[src/rtl/switch_code_decoder_pkg.sv]
// Shared constants and types for the switch code decoder.
package switch_code_decoder_pkg;

  // Raw switch output codes.
  localparam logic [1:0] CODE_IDLE = 2'h0;
  localparam logic [1:0] CODE_ON   = 2'h1;
  localparam logic [1:0] CODE_ILL  = 2'h2;
  localparam logic [1:0] CODE_OFF  = 2'h3;

  // Width of the saturating dwell counter and of the stability counter.
  localparam int DWELL_W = 3;
  localparam int COUNT_W = 3;

  // Committed decoder state.
  typedef enum logic [1:0] {
    ST_IDLE,
    ST_ON,
    ST_OFF,
    ST_ERROR
  } state_t;

  // Maps a legal code to the state it commits to. The illegal code never
  // reaches this path; it falls into the idle default.
  function automatic state_t code_to_state(input logic [1:0] code);
    case (code)
      CODE_ON:  return ST_ON;
      CODE_OFF: return ST_OFF;
      default:  return ST_IDLE;
    endcase
  endfunction

endpackage

[src/rtl/switch_code_filter.sv]
// Candidate/stability tracker: reports when the sample on the current edge
// completes a run of STABLE_CYCLES identical codes.
module switch_code_filter
  import switch_code_decoder_pkg::*;
#(
  parameter int STABLE_CYCLES = 2
) (
  input  logic       clk,
  input  logic       rst,
  input  logic       clear,
  input  logic [1:0] code,
  output logic       stable_valid,
  output logic [1:0] stable_code
);

  localparam logic [COUNT_W-1:0] STABLE_CNT = COUNT_W'(STABLE_CYCLES);

  logic [1:0]         cand;
  logic [COUNT_W-1:0] count;
  logic [COUNT_W-1:0] count_nxt;

  // Run length including the sample arriving on this edge, saturating at max.
  always_comb begin
    // NOTE: every always_comb output gets a default first so no path can
    // leave it unassigned and infer a latch.
    count_nxt = COUNT_W'(1);
    if (code == cand) begin
      count_nxt = (count == '1) ? count : count + 1'b1;
    end
  end

  // The run is judged with the current sample included, so a commit lands on
  // the same edge that completes the run.
  assign stable_valid = (count_nxt >= STABLE_CNT);
  assign stable_code  = code;

  // Candidate and count registers; cleared by reset or by an error exit.
  always_ff @(posedge clk) begin
    // NOTE: sequential state uses non-blocking assignments so every register
    // samples pre-edge values regardless of statement order.
    if (rst || clear) begin
      cand  <= CODE_IDLE;
      count <= '0;
    end else begin
      cand  <= code;
      count <= count_nxt;
    end
  end

endmodule

[src/rtl/switch_code_decoder.sv]
// Debounced switch code decoder: committed IDLE/ON/OFF/ERROR state with a
// change pulse, sticky error flag and saturating dwell counter. All outputs
// are registered.
module switch_code_decoder
  import switch_code_decoder_pkg::*;
#(
  parameter int STABLE_CYCLES = 2
) (
  input  logic               clk,
  input  logic               rst,
  input  logic [1:0]         code,
  input  logic               clr_err,
  output logic               state_on,
  output logic               state_valid,
  output logic               change,
  output logic               err,
  output logic [DWELL_W-1:0] dwell
);

  state_t     state;
  state_t     state_nxt;
  logic       err_nxt;
  logic       filt_clear;
  logic       stable_valid;
  logic [1:0] stable_code;

  // Leaving ERROR wipes any run collected while errors were pending; an
  // illegal code on the same edge wins and keeps the decoder in ERROR.
  assign filt_clear = (state == ST_ERROR) && clr_err && (code != CODE_ILL);

  switch_code_filter #(
    .STABLE_CYCLES(STABLE_CYCLES)
  ) u_filter (
    .clk         (clk),
    .rst         (rst),
    .clear       (filt_clear),
    .code        (code),
    .stable_valid(stable_valid),
    .stable_code (stable_code)
  );

  // Next committed state and error flag: illegal code first, then error
  // recovery, then debounced commits.
  always_comb begin
    state_nxt = state;
    err_nxt   = err;
    if (code == CODE_ILL) begin
      state_nxt = ST_ERROR;
      err_nxt   = 1'b1;
    end else if (state == ST_ERROR) begin
      if (clr_err) begin
        state_nxt = ST_IDLE;
        err_nxt   = 1'b0;
      end
    end else if (stable_valid) begin
      state_nxt = code_to_state(stable_code);
    end
  end

  // State register with registered outputs derived from the next state.
  always_ff @(posedge clk) begin
    if (rst) begin
      state       <= ST_IDLE;
      state_on    <= 1'b0;
      state_valid <= 1'b0;
      change      <= 1'b0;
      err         <= 1'b0;
      dwell       <= '0;
    end else begin
      state       <= state_nxt;
      err         <= err_nxt;
      state_on    <= (state_nxt == ST_ON);
      state_valid <= (state_nxt == ST_ON) || (state_nxt == ST_OFF);
      change      <= (state_nxt != state);
      if (state_nxt != state) begin
        dwell <= '0;
      end else if (dwell != '1) begin
        dwell <= dwell + 1'b1;
      end
    end
  end

endmodule

[config.mk]
export PLATFORM = sky130hd
export DESIGN_NAME = switch_code_decoder
export DESIGN_NICKNAME = d
export VERILOG_FILES = /design/src/rtl/switch_code_decoder_pkg.sv /design/src/rtl/switch_code_filter.sv /design/src/rtl/switch_code_decoder.sv
export SDC_FILE = /design/constraint.sdc
export NUM_CORES = 1
export LEC_CHECK = 0
export BUFFER_PORTS_ARGS = -buffer_cell sky130_fd_sc_hd__buf_4
export CORE_ASPECT_RATIO = 1.1
export CORE_MARGIN = 3
export CORE_UTILIZATION = 31
export CTS_BUF_LIST = sky130_fd_sc_hd__clkbuf_4 sky130_fd_sc_hd__clkbuf_8
export DETAILED_ROUTE_END_ITERATION = 8
export GPL_ROUTABILITY_DRIVEN = 1
export PLACE_DENSITY_LB_ADDON = 0.08
export SLEW_MARGIN = 20
export SYNTH_ARGS = -nofsm -noshare
export SYNTH_HDL_FRONTEND = slang
export SYNTH_SLANG_ARGS = --single-unit
[constraint.sdc]
create_clock -name clk -period 3.9 [get_ports clk]
set_clock_uncertainty 0.1 [all_clocks]
set_input_delay 0.39 -clock clk [delete_from_list [all_inputs] [get_ports clk]]
set_output_delay 0.39 -clock clk [all_outputs]
set_load 0.02 [all_outputs]
Word level (Yosys, flattened, before mapping) --
Cells that the tools add are included.
Cells by class: equal/unequal tests 11, shifts and indexed selects 0, muxes and demuxes 10, add/subtract/negate cells 2, $mul 0, reductions and logical operators 8, div/mod/pow operators 0, $lt $le $gt $ge 1, bitwise operators 0
Operators by type and width (number):
- 2-bit equality test (second input constant) | 4
- 2-bit 2-to-1 mux | 4
- 3-bit by 1-bit adder with 3-bit output (second input constant) | 2
- 3-bit 2-to-1 mux | 2
- 2-bit by 1-bit equality test with 1-bit output (second input constant) | 2
- 2-bit case mux with 2 select lines | 1
- 2-bit nonzero test | 2
- 3-bit equality test (second input constant) | 1
- 3-bit by 2-bit >= comparator with 1-bit output (second input constant) | 1
- 1-bit 2-to-1 mux | 3
- 3-bit inequality test (second input constant) | 1
- 2-bit equality test | 1
- 1-bit logical AND | 2
- 1-bit logical OR | 2
- 2-bit inequality test | 1
- 2-bit inequality test (second input constant) | 1
- 2-bit AND reduction | 1
- 2-bit OR reduction | 1
Storage, ports and cells: bits in latches 0, word-level logic and storage cells 40, input port bits 5, register bits after elaboration 14, bits in read-only memories 0, RAM bits 0, memories kept 0, output and inout port bits 7

Depth between registers and ports, before layout --
word-level depth 9, mapped depth 7, mapped depth without buffers 7

By module --
From an unflattened synthesis, not the netlist that was laid out.
Second synthesis, totals: cell total of the unflattened synthesis 73, area, all modules 675.6 µm²
Modules (own cells, without submodules):
- switch_code_decoder | times used 1, cells each 50, area an instance 455.4 µm², sequential area each 180.2 µm²
- switch_code_filter | times used 1, cells each 23, area an instance 220.2 µm², sequential area each 100.1 µm²

Worst setup path before layout --
OpenSTA, ideal clock, no wires.
kind flip-flop to flip-flop, start point reg u_filter.count[0], end point reg state_valid, setup time 64 ps, cell stages (with the launch flop) 8, data required time 3736 ps, arrival 1712 ps, path slack 2024 ps, clock period less this slack 1876 ps, path buffers 0, cell sequence dfxtp_1 ha_1 or3_4 nand3_1 o31a_2 nand4_1 ha_1 nor2_1
Between the ends: word-level cells in the longest chain between the ends 9, elaborated cells between the ends (all ways) 11, classes of those cells add/sub (1); order compare (1); eq/ne (3); mux (5); reduce/logical (1)
Ends and longest elaborated chain:
- from (decl) | line switch_code_filter.sv:19 | logic [COUNT_W-1:0] count;
- from (signal assigned) | line switch_code_filter.sv:46 | count <= count_nxt;
- 3-bit by 1-bit adder with 3-bit output / 3-bit equality test (equally long branches) | line switch_code_filter.sv:28 | count_nxt = (count == '1) ? count : count + 1'b1;
- 3-bit 2-to-1 mux (*) | line switch_code_filter.sv:28
- 3-bit 2-to-1 mux (*) | line switch_code_filter.sv:27 | if (code == cand) begin
- 3-bit by 2-bit >= comparator with 1-bit output (*) | line switch_code_filter.sv:34 | assign stable_valid = (count_nxt >= STABLE_CNT);
- 2-bit 2-to-1 mux (*) | line switch_code_decoder.sv:55 | end else if (stable_valid) begin
- 2-bit 2-to-1 mux (*) | line switch_code_decoder.sv:50 | end else if (state == ST_ERROR) begin
- 2-bit 2-to-1 mux (*) | line switch_code_decoder.sv:47 | if (code == CODE_ILL) begin
- named net state_nxt[0] | line switch_code_decoder.sv:21 | state_t state_nxt;
- 2-bit by 1-bit equality test with 1-bit output / 2-bit equality test (equally long branches) | line switch_code_decoder.sv:73 | state_valid <= (state_nxt == ST_ON) || (state_nxt == ST_OFF);
- 1-bit logical OR (*) | line switch_code_decoder.sv:73
- to (signal assigned) | line switch_code_decoder.sv:73
- to (decl) | line switch_code_decoder.sv:14 | output logic state_valid,
Mark *: on every way through the listed nets, which the timed path passes. The rest lies on a longest branch. A chain may end at the register's enable or synchronous reset.

Worst setup path in the final report --
Ends and elaborated chain as after synthesis.

==> impl_metrics.env <==
export IMPL_status="finished clean"
export IMPL_drc=0
export IMPL_slew_viol_final=0
export IMPL_core_area_sq_um=2127
export IMPL_netlist_area_leader_share_pct=38.36
export IMPL_worst_slew_pin_slew_ps=346.3
export IMPL_hp_class="input port to register"
export IMPL_finalHoldViolations=0
export IMPL_grt_usage_pct=11.00
export IMPL_antenna_left=0
export IMPL_critPathMaxFanout=7
export IMPL_holdPathEnd="state_valid"
export IMPL_fmax_mhz=492.7
export IMPL_arrival_ps=2160
export IMPL_io_pins=12
export IMPL_async_flop_share_pct=0
export IMPL_clkLatencyLatePin_ps=290
export IMPL_drt_pass1_iter_count=4
export IMPL_leakage_nw=0.3615
export IMPL_ys_seq_elements=14
export IMPL_drt_iter0_drc=5
export IMPL_critPathKind="register to register"
export IMPL_cp_top_family="simple AND/OR/NAND/NOR gates"
export IMPL_grt_max_degree=13
export IMPL_yosysTopAreaCell="dfxtp_1"
export IMPL_clk_pin_slew_ps=90
export IMPL_min_from="rst"
export IMPL_reg2regPathDepth=7
export IMPL_cts_htree_levels=1
export IMPL_synth_most_common_cell="dfxtp_1"
export IMPL_clkPwrFrac_pct=30.5
export IMPL_fill_cells=217
export IMPL_antenna_found_initial=0
export IMPL_wl_mm=1.350
export IMPL_cts_hold_buffers=0
export IMPL_area_growth_pct=16.95
export IMPL_path_cells="ha_1, or3_4, nand3_1, o31a_2, nand4_1, ha_1, nor2_1"
export IMPL_cts_root_buffer="clkbuf_4"
export IMPL_dieWidth_um=52.29
export IMPL_pwr_share_comb_pct=22.0
export IMPL_cts_resized_gates=0
export IMPL_dp_cells=114
export IMPL_synthesis_instances=78
export IMPL_yosysSeqAreaShare_pct=38.36
export IMPL_vias=586
export IMPL_maxCapViolCount=0
export IMPL_post_dp_cell_area_sq_um=818.3
export IMPL_reg2reg_from="u_filter.count[0]"
export IMPL_syn_area_sq_um=730.7
export IMPL_die_area_sq_um=2976
export IMPL_power_switching_mw=0.1009
export IMPL_path_common_cell="ha_1"
export IMPL_synth_warnings=0
export IMPL_tns_ps=0
export IMPL_internal_power_mw=0.2492
export IMPL_hpwl_mm=1.016
export IMPL_final_cell_area_sq_um=854.6
export IMPL_grt_overflow_total=0
export IMPL_num_rows=17
export IMPL_min_period_ps=2030
export IMPL_final_cells=118
export IMPL_setup_violations=0
export IMPL_timing_rr_end="state_valid"
export IMPL_cts_tree="built"
export IMPL_synth_edf_count=0
export IMPL_synth_area_top_cells="dfxtp_1, ha_1, nor2_1"
export IMPL_switching_share_pct=28.81
export IMPL_grt_pass1_wl_mm=2.490
export IMPL_grt_pass1_vias=578
export IMPL_min_period_over_period_pct=52.04
export IMPL_start_util_pct=34.35
export IMPL_io_buffers=11
export IMPL_start_kind="register"
export IMPL_seqPwrFrac_pct=47.5
export IMPL_numCtsBuffers=3
export IMPL_cp_end_kind="register"
export IMPL_synthTopCellsByCount="dfxtp_1, nor2_1, nand2_1"
export IMPL_nets=100
export IMPL_synth_top_flop_cell="dfxtp_1"
export IMPL_slowest_delay_ps=370
export IMPL_crit_buf_inv=0
export IMPL_diodes=0
export IMPL_syn_nets=87
export IMPL_cts_sinks=14
export IMPL_critPathRequiredTime_ps=4030
export IMPL_rsz0062_at_grt="false"
export IMPL_power_density_nw_per_um2=409.7
export IMPL_cts_setup_buffers=0
export IMPL_clockBufferDepth=2
export IMPL_peakVddDrop_uv=201.2
export IMPL_place_gp_congestion=0.7598
export IMPL_synth_cell_types=34
export IMPL_postSynthAreaPerCell_sq_um=9.368
export IMPL_vias_per_cell=4.966
export IMPL_holdPathStages=2
export IMPL_drive_gt1_share_pct=25.56
export IMPL_cp_slowest_cell="or3_4"
export IMPL_relSlewSlack_pct=76.88
export IMPL_rrSetupSlack_ps=1870
export IMPL_dieHeight_um=56.92
export IMPL_wire_per_inst_um=11.44
## logic make-up after synthesis
family	Yosys count	synth area share, %
buffers and inverters	5	5.138
flip-flops	14	38.36
AO/OA/AOI/OAI	11	12.16
XOR/XNOR	4	5.823
AND/OR/NAND/NOR	37	27.57
adder cells (fa/ha/maj)	4	6.850
multiplexers	3	4.110
## sequential cells by signal, indices dropped and copies added (netlist names)
signal	cells
change	1
dwell	3
err	1
state	2
state_on	1
state_valid	1
u_filter.cand	2
u_filter.count	3
## power by group through the flow
stage	Sequential, mW	Combinational [mW]	Clock (mW)
after floorplan	0.176	0.0490	0
after global placement	0.170	0.0781	0
after detailed placement	0.170	0.0782	0
after CTS	0.167	0.0783	0.112
after global routing	0.169	0.0882	0.120
final	0.166	0.0772	0.107
## how the worst max path moves through the flow
stage	from	cells past startpoint	slack, ps	end
after global routing	u_filter.count[0]	7	1720	state_valid
after CTS	u_filter.count[0]	7	1860	state_valid
final	u_filter.count[0]	7	1870	state_valid
after floorplan	u_filter.count[0]	7	2020	state_valid
after detailed placement	code[0]	7	1880	state_valid
after global placement	u_filter.count[0]	7	1900	state_valid
## per-stage QoR
step	utilization (%)	worst slack (ps)	power [mW]	hold slack (ps)
detailed placement	38.47	1882	0.2481	376.3
floorplan	-	2024	0.2249	356.7
finish	40.18	1870	0.3501	203.5
CTS	40.18	1857	0.3572	195.3
global route	40.18	1722	0.3764	186.2
global placement	38.47	1895	0.2478	369.9
## cell usage in the layout (no fill, tap or decap), types with 2 or more instances in the layout
cell	n
nor2_1	11
buf_4	11
nand4_1	3
clkbuf_4	3
mux2i_1	3
nor3_1	4
nand2_1	7
ha_1	4
dfxtp_1	14
o21ai_0	2
inv_1	2
nand3b_1	2
xnor2_1	2
## metal layers
layer	up-vias	part of all wire [%]	global-route usage [%]
met1	269	48	13.83
met3	2	6.1	5.570
met2	11	44	16.84
li1	304	-	-
met5	-	0	0
met4	0	1.0	2.190
## layout make-up
cell class | count | area [sq um] | share of cell area (%)
multi-input combinational | 59 | 412.9 | 48.32
timing repair buffer | 11 | 82.58 | 9.663
tap | 28 | 35.03 | 4.100
clock buffer | 4 | 36.28 | 4.246
inverter | 2 | 7.507 | 0.8785
sequential | 14 | 280.3 | 32.80
(Power assumes the default switching activity.)
